==> config.mk <==
export PLATFORM = sky130hd
export DESIGN_NAME = clkrst_ctrl
export DESIGN_NICKNAME = d
export VERILOG_FILES = /design/src/rtl/clkrst_ctrl.sv
export SDC_FILE = /design/constraint.sdc
export NUM_CORES = 1
export LEC_CHECK = 0
export ABC_AREA = 1
export ABC_CLOCK_PERIOD_IN_PS = 2320
export BUFFER_PORTS_ARGS = -buffer_cell sky130_fd_sc_hd__buf_2
export CELL_PAD_IN_SITES_DETAIL_PLACEMENT = 2
export CELL_PAD_IN_SITES_GLOBAL_PLACEMENT = 2
export CORE_ASPECT_RATIO = 0.9
export CORE_MARGIN = 3
export CORE_UTILIZATION = 30
export CTS_CLUSTER_SIZE = 30
export DETAILED_ROUTE_END_ITERATION = 7
export PLACE_DENSITY_LB_ADDON = 0.1
export SETUP_SLACK_MARGIN = 0.1
export SYNTH_ARGS = -nofsm -noshare
export SYNTH_HDL_FRONTEND = slang
export SYNTH_SLANG_ARGS = --single-unit
export TNS_END_PERCENT = 5
==> constraint.sdc <==
create_clock -name clk_in -period 2.32 [get_ports clk_in]
set_input_delay 0 -clock clk_in [delete_from_list [all_inputs] [get_ports clk_in]]
set_output_delay 0 -clock clk_in [all_outputs]
set_load 0.005 [all_outputs]
==> src/rtl/clkrst_ctrl.sv <==
// PLL bring-up and system reset sequencer: resets the PLL, waits for a stable
// lock, holds system reset for a while, then runs; retries on timeout, fails sticky.
module clkrst_ctrl #(
    parameter int RESET_CYCLES = 16,
    parameter int LOCK_STABLE  = 64,
    parameter int LOCK_TIMEOUT = 4096,
    parameter int RST_HOLD     = 16,
    parameter int MAX_RETRY    = 3
) (
    input  logic       clk_in,
    input  logic       rst_n,
    input  logic       pll_lock,
    input  logic       sw_rst_req,
    output logic       pll_resetb,
    output logic       rst,
    output logic       ready,
    output logic       fail,
    output logic [2:0] state,
    output logic [3:0] retry_cnt,
    output logic [7:0] lost_cnt
);
    typedef enum logic [2:0] {
        ST_PLL_RESET = 3'd0,
        ST_WAIT_LOCK = 3'd1,
        ST_HOLD      = 3'd2,
        ST_RUN       = 3'd3,
        ST_FAIL      = 3'd4
    } state_e;

    localparam int          TW      = (LOCK_TIMEOUT > 1) ? $clog2(LOCK_TIMEOUT + 1) : 1;
    localparam logic [15:0] RC_LAST = 16'(RESET_CYCLES - 1);
    localparam logic [15:0] LS_LAST = 16'(LOCK_STABLE - 1);
    localparam logic [15:0] RH_LAST = 16'(RST_HOLD - 1);
    localparam logic [TW-1:0] TO_LAST = TW'(LOCK_TIMEOUT - 1);
    localparam logic [3:0]  MR      = 4'(MAX_RETRY);

    state_e        st, st_nxt;
    logic [1:0]    lock_pipe;
    logic          lock_s;
    logic [15:0]   cnt, cnt_nxt;
    logic [15:0]   stab, stab_nxt;
    logic [TW-1:0] tmo, tmo_nxt;
    logic [3:0]    retry_nxt;
    logic [7:0]    lost_nxt, lost_inc;

    assign lock_s   = lock_pipe[1];
    assign lost_inc = (lost_cnt == 8'hFF) ? lost_cnt : lost_cnt + 8'd1;
    assign state    = st;

    always_comb begin
        st_nxt    = st;
        cnt_nxt   = cnt;
        stab_nxt  = stab;
        tmo_nxt   = tmo;
        retry_nxt = retry_cnt;
        lost_nxt  = lost_cnt;
        case (st)
            ST_PLL_RESET: begin
                if (cnt == RC_LAST) st_nxt = ST_WAIT_LOCK;
                else                cnt_nxt = cnt + 16'd1;
            end
            ST_WAIT_LOCK: begin
                stab_nxt = lock_s ? stab + 16'd1 : '0;
                tmo_nxt  = tmo + 1'b1;
                // A lock that completes on the timeout cycle still counts.
                if (lock_s && stab == LS_LAST) begin
                    st_nxt = ST_HOLD;
                end else if (tmo == TO_LAST) begin
                    if (retry_cnt < MR) begin
                        st_nxt    = ST_PLL_RESET;
                        retry_nxt = retry_cnt + 4'd1;
                    end else begin
                        st_nxt = ST_FAIL;
                    end
                end
            end
            ST_HOLD: begin
                if (!lock_s) begin
                    st_nxt   = ST_PLL_RESET;
                    lost_nxt = lost_inc;
                end else if (sw_rst_req) begin
                    cnt_nxt = '0;
                end else if (cnt == RH_LAST) begin
                    st_nxt    = ST_RUN;
                    retry_nxt = '0;
                end else begin
                    cnt_nxt = cnt + 16'd1;
                end
            end
            ST_RUN: begin
                if (!lock_s) begin
                    st_nxt   = ST_PLL_RESET;
                    lost_nxt = lost_inc;
                end else if (sw_rst_req) begin
                    st_nxt = ST_HOLD;
                end
            end
            ST_FAIL: begin
                if (sw_rst_req) begin
                    st_nxt    = ST_PLL_RESET;
                    retry_nxt = '0;
                end
            end
            default: st_nxt = ST_PLL_RESET;
        endcase
        if (st_nxt != st) begin
            cnt_nxt  = '0;
            stab_nxt = '0;
            tmo_nxt  = '0;
        end
    end

    // Outputs are decoded from the next state so they change on the same edge as state.
    always_ff @(posedge clk_in or negedge rst_n) begin
        if (!rst_n) begin
            lock_pipe  <= '0;
            st         <= ST_PLL_RESET;
            cnt        <= '0;
            stab       <= '0;
            tmo        <= '0;
            retry_cnt  <= '0;
            lost_cnt   <= '0;
            pll_resetb <= 1'b0;
            rst        <= 1'b1;
            ready      <= 1'b0;
            fail       <= 1'b0;
        end else begin
            lock_pipe  <= {lock_pipe[0], pll_lock};
            st         <= st_nxt;
            cnt        <= cnt_nxt;
            stab       <= stab_nxt;
            tmo        <= tmo_nxt;
            retry_cnt  <= retry_nxt;
            lost_cnt   <= lost_nxt;
            pll_resetb <= !(st_nxt == ST_PLL_RESET || st_nxt == ST_FAIL);
            rst        <= (st_nxt != ST_RUN);
            ready      <= (st_nxt == ST_RUN);
            fail       <= (st_nxt == ST_FAIL);
        end
    end
endmodule

# Word level (Yosys, flattened, before mapping)
# Cells that the tools add are included.
# W data, S select, Z words.
# totals
regBits	66
# op_classes
n_addsub	5
order_cmp	1
n_eq_ne	20
mux	29
n_bitwise	2
n_reduce_logical	12
# op_table
op	count
$mux W16	7
$add A16 B1 Y16 const B	2
$pmux W16 S2	1
$mux W3	10
$mux W4	7
$mux W13	2
$eq A16 B4 Y1 const B	1
$eq A16 B6 Y1 const B	1
$pmux W3 S5	1
$ne A2 B2 Y1 const B	7
$add A13 B1 Y13 const B	1
$eq A13 B12 Y1 const B	1
$pmux W4 S3	1
$eq A3 B2 Y1 const B	3
$add A8 B1 Y8 const B	1
$eq A8 B8 Y1 const B	1
$reduce_and A8 Y1	1
$eq A3 B3 Y1 const B	2
$logic_not A3 Y1	2
$reduce_bool A3 Y1	2
$add A4 B1 Y4 const B	1
$lt A4 B2 Y1 const B	1
$eq A3 B1 Y1 const B	1
$ne A3 B2 Y1 const B	1
other kinds (10)	11

# Depth between registers and ports, before layout
# logic_depth
depth_word	8
ltp_mapped	13
mapped_depth_nobuf	12

# Worst setup path before layout
# Ideal clock, no wire load.
# synth_path
path_kind	reg2reg
start	register st[2], in the netlist state[2]
end	register cnt[1]
setup_time_ps	122
arrival_time_ps	1509
setup_slack_ps	689
path_stages_with_launch	11
period_less_slack_ps	1631
path_cell_list	dfrtp_1 -> nor2_2 -> nand2_4 -> inv_4 -> nand3_2 -> nor2_2 -> o21ba_2 -> nor2_2 -> nand2_4 -> buf_8 -> nor2_2
# synth_via
elab_chain_cells	7
word_cells_on_any_way	21
cone_classes	eq/ne: 6; mux: 12; reduce/logical: 3
# synth_rtl
item	line	source
from (decl)	37	state_e st, st_nxt;
from (signal assigned)	129	st <= st_nxt;
$mux W3	83	end else if (cnt == RH_LAST) begin
$mux W3	81	end else if (sw_rst_req) begin
$mux W3	78	if (!lock_s) begin
$pmux W3 S5	57	case (st)
$ne A3 B3 Y1	106	if (st_nxt != st) begin
$ne A3 B3 Y1 (no line) or $reduce_bool A3 Y1 (tied branches)	n/a	
$reduce_and A2 Y1 (no line)	n/a	
to (signal assigned)	130	cnt <= cnt_nxt;
to (decl)	40	logic [15:0] cnt, cnt_nxt;
# Parallel ways exist; a longest one is shown, timed or not.
# A chain may end at the register's enable or synchronous reset.

# Final worst setup path
# layout_path
start	register tmo[0]
end	register tmo[3]
# layout_via
elab_chain_cells	6
word_cells_on_any_way	9
cone_classes	add/sub: 1; eq/ne: 2; mux: 5; reduce/logical: 1
# layout_rtl
item	line	source
from (decl)	42	logic [TW-1:0] tmo, tmo_nxt;
from (signal assigned)	132	tmo <= tmo_nxt;
$eq A13 B12 Y1	68	end else if (tmo == TO_LAST) begin
$mux W3	68	
$mux W3	66	if (lock_s && stab == LS_LAST) begin
$pmux W3 S5	57	
$ne A3 B3 Y1	106	
$mux W13 or $reduce_bool A2 Y1 (tied branches)	n/a	
# Parallel ways exist; a longest one is shown, timed or not. The select of a mux whose other input is x is not followed.

==> results.py <==
metrics = {
    "global_route": {
        "busiest_layer": "met2",
        "track_usage": 0.174,
        "grt_pass1_wl_mm": 19.6,
        "grt_start_max_net_pins": 28,
        "antenna_found_initial": 0,
        "grt_util_met1": 0.229,
        "first_global_vias": 3772,
        "met2_usage": 0.285,
        "globalRouteMet3Util": 0.0524,
        "grt_remaining_overflow": 0,
    },
    "cts": {
        "cts_tree": "yes",
        "insertion_delay_ns": 0.34,
        "clockBufferDepth": 2,
        "cts.htree.levels": 3,
        "cts_buffers": 9,
        "clk_pin_slew_ns": 0.05,
        "root_buffer": "clkbuf_16",
        "clock_sinks": 66,
    },
    "critical_path": {
        "r2r_cells": 10,
        "crit_required_ns": 2.58,
        "crit_path_end_kind": "flip-flop",
        "cpMostUsedCell": "nand3_1",
        "slowest_stage": "dfrtp_1",
        "arrival_ns": 2.27,
        "rr_startpoint": "tmo[0]$_DFFE_PN0P_",
        "crit_path_max_fanout": 20,
        "worstSetupPathType": "flip-flop to flip-flop",
        "timing.rr.end": "tmo[3]$_DFFE_PN0P_",
        "cp-start-kind": "flip-flop",
        "cp_slowest_stage_delay_ns": 0.41,
        "path_cells": "ha_1 > nand3_1 > nor3_1 > nand3_1 > nand4_1 > nand2_1 > nor2_2 > nand2_4 > buf_12 > nor2_1",
        "ff2ff_setup_slack_ns": 0.31,
    },
    "timing": {
        "post-route-min-period_ns": 2.01,
        "worst_pin_slew_ns": 0.578,
        "fmax_mhz": 498,
        "holdWs_ns": 0.195,
        "fin_setup_tns_ns": 0,
        "skew_ns": 0.00632,
        "postLayoutSetupSlackWorst_ns": 0.311,
        "rsz0062_at_grt": "no",
        "setup_violations": 0,
        "drv_slew": 0,
        "hold_violations": 0,
        "slew-limit-headroom": 0.615,
        "period_share": 0.866,
    },
    "finish": {
        "instances_no_fill": 704,
        "area.growth.synth_to_final_pct": 17.5,
        "insertedDiodeCount": 0,
        "stdcell_area_mm2": 0.00447,
        "final_util": 0.366,
        "nets": 550,
        "drive_above_1_share": 0.165,
        "final_cell_mix": "nand2_1 (95), nor2_1 (84), inv_1 (63), dfrtp_1 (63), nand3_1 (54)",
        "final_common_cell": "nand2_1",
    },
    "place": {
        "placed_area_mm2": 0.00414,
        "place_inst": 684,
        "dp_slack_ns": 0.148,
        "dp_hpwl_mm": 8.60,
        "place.gp.congestion": 0.772,
        "io_buffers": 22,
    },
    "power": {
        "vdd_drop_max_mv": 0.402,
        "p_clk_frac": 0.482,
        "p_seq_frac": 0.471,
        "cellPowerDensity_mw_per_mm2": 572,
        "p_comb_frac": 0.046,
        "p_sw_frac": 0.232,
        "p_sw_uw": 594,
        "p_leak_nw": 2.15,
        "finalPower_mw": 2.55,
        "p_int_mw": 1.96,
    },
    "logic_synthesis": {
        "netlist_area_mm2": 0.00380,
        "ys_types": 40,
        "synth-async-reset-ratio": 1.00,
        "syn-num-nets": 507,
        "yosysWarningCount": 0,
        "yosysSeqAreaShare": 0.435,
        "syn_area_per_cell_um2": 7.64,
        "synth_ff_type": "dfrtp_1",
        "synth_enable_flop_cells": 0,
        "ys_seq_elements": 66,
        "syn-instance-count": 498,
    },
    "route": {
        "remaining_drc_errors": 0,
        "final_antenna_net_count": 0,
        "dr.pass1.iters": 4,
        "vias_per_cell": 4.85,
        "wl_per_cell_um": 16.1,
        "wirelength_mm": 11.3,
        "via_count": 3415,
        "drt_iter0_drc": 110,
    },
    "floorplan": {
        "die_h_um": 113,
        "dieWidth_um": 125,
        "core_area_mm2": 0.0122,
        "initial_core_util": 0.311,
        "ioPinCount": 23,
        "num_rows": 38,
        "die_area_mm2": 0.0141,
    },
    "run": {
        "max_cap_viol_count": 0,
    },
    "hold_path": {
        "hold_class": "input port to asynchronous set/reset pin",
    },
    "outcome": {
        "outcome": "complete, no violations",
    },
}
==> critical path, delay by kind of cell (launching register included) <==
kind,cells,cell delay [ns]
and+or+nand+nor,8,1.09
DFF,1,0.41
adders and majority gates,1,0.25
buffers and inverters,1,0.18
==> state kept, by name (all words and copies together), names as in the netlist, 2 cells and up <==
signal	flops
lost_cnt	8
tmo	13
stab	16
retry_cnt	4
cnt	16
lock_pipe	2
state	3
==> layer usage <==
| metal | vias up | wire (um) |
|---|---|---|
| met5 | - | 0 |
| met4 | 0 | 149 |
| met3 | 11 | 365 |
| met2 | 32 | 5300 |
| met1 | 1690 | 5530 |
| li1 | 1682 | - |
==> cells in the mapped netlist (2+ instances only) <==
| cell | count | area share |
|---|---|---|
| dfrtp_1 | 65 | 0.43 |
| a21oi_1 | 8 | 0.011 |
| o22ai_1 | 2 | 0.0033 |
| xor2_1 | 12 | 0.028 |
| nand2_4 | 3 | 0.0089 |
| a21o_1 | 3 | 0.0059 |
| nor3_2 | 2 | 0.0053 |
| a31o_2 | 2 | 0.0046 |
| nand2_1 | 95 | 0.094 |
| nand3b_1 | 3 | 0.0059 |
| nor3_1 | 12 | 0.016 |
| nor2_2 | 22 | 0.036 |
| nor2_1 | 84 | 0.083 |
| nand4_1 | 10 | 0.016 |
| xnor2_1 | 7 | 0.016 |
| buf_6 | 3 | 0.0089 |
| inv_1 | 63 | 0.062 |
| nand2_2 | 3 | 0.0049 |
| ha_1 | 5 | 0.016 |
| nand3_1 | 54 | 0.071 |
| o21ai_0 | 21 | 0.028 |
==> power groups by stage <==
stage	registers (mW)	clock network, mW	logic, mW
floorplan	1.21	0	0.0697
global placement	1.22	0	0.114
detailed placement	1.22	0	0.119
CTS	1.20	1.28	0.123
global route	1.21	1.34	0.139
finish	1.20	1.23	0.118
==> worst max path at each step <==
stage / startpoint / endpoint / slack [ns] / depth (start not counted)
3_5_place_dp: state[2]$_DFF_PN0_ / cnt[12]$_DFFE_PN0P_ / 0.15 / 10
2_1_floorplan: state[2]$_DFF_PN0_ / cnt[1]$_DFFE_PN0P_ / 0.69 / 10
3_3_place_gp: state[2]$_DFF_PN0_ / cnt[11]$_DFFE_PN0P_ / 0.18 / 10
5_1_grt: state[0]$_DFF_PN0_ / cnt[9]$_DFFE_PN0P_ / 0.13 / 9
6_report: tmo[0]$_DFFE_PN0P_ / tmo[3]$_DFFE_PN0P_ / 0.31 / 10
4_1_cts: state[2]$_DFF_PN0_ / cnt[12]$_DFFE_PN0P_ / 0.14 / 10
==> what timing repair did <==
item	4_1_cts	5_1_grt
endpoints found under the hold margin	22	0
hold buffers	3	0
setup buffers	0	3
gates resized for setup	0	4
setup endpoints to repair	0	38
==> final cells by class <==
class / instances / area [um2]
Sequential cell: 66 / 1660
Multi-Input combinational cell: 361 / 1850
Fill cell: 1419 / 7750
Timing Repair Buffer: 38 / 254
Tap cell: 160 / 200
Inverter: 65 / 246
Clock inverter: 3 / 17.5
Clock buffer: 11 / 243
==> cell families (layout without fill, tap and decap cells) <==
logic type      Yosys count  count (layout)  synth area share
compound gates           45              45            0.0754
xor+xnor                 19              19            0.0438
mux                       1               1           0.00263
flops                    66              66             0.435
simple gates            291             291             0.347
buf+inv                  71             117            0.0800
fa+ha+maj                 5               5            0.0165
(Power assumes the default switching activity.)
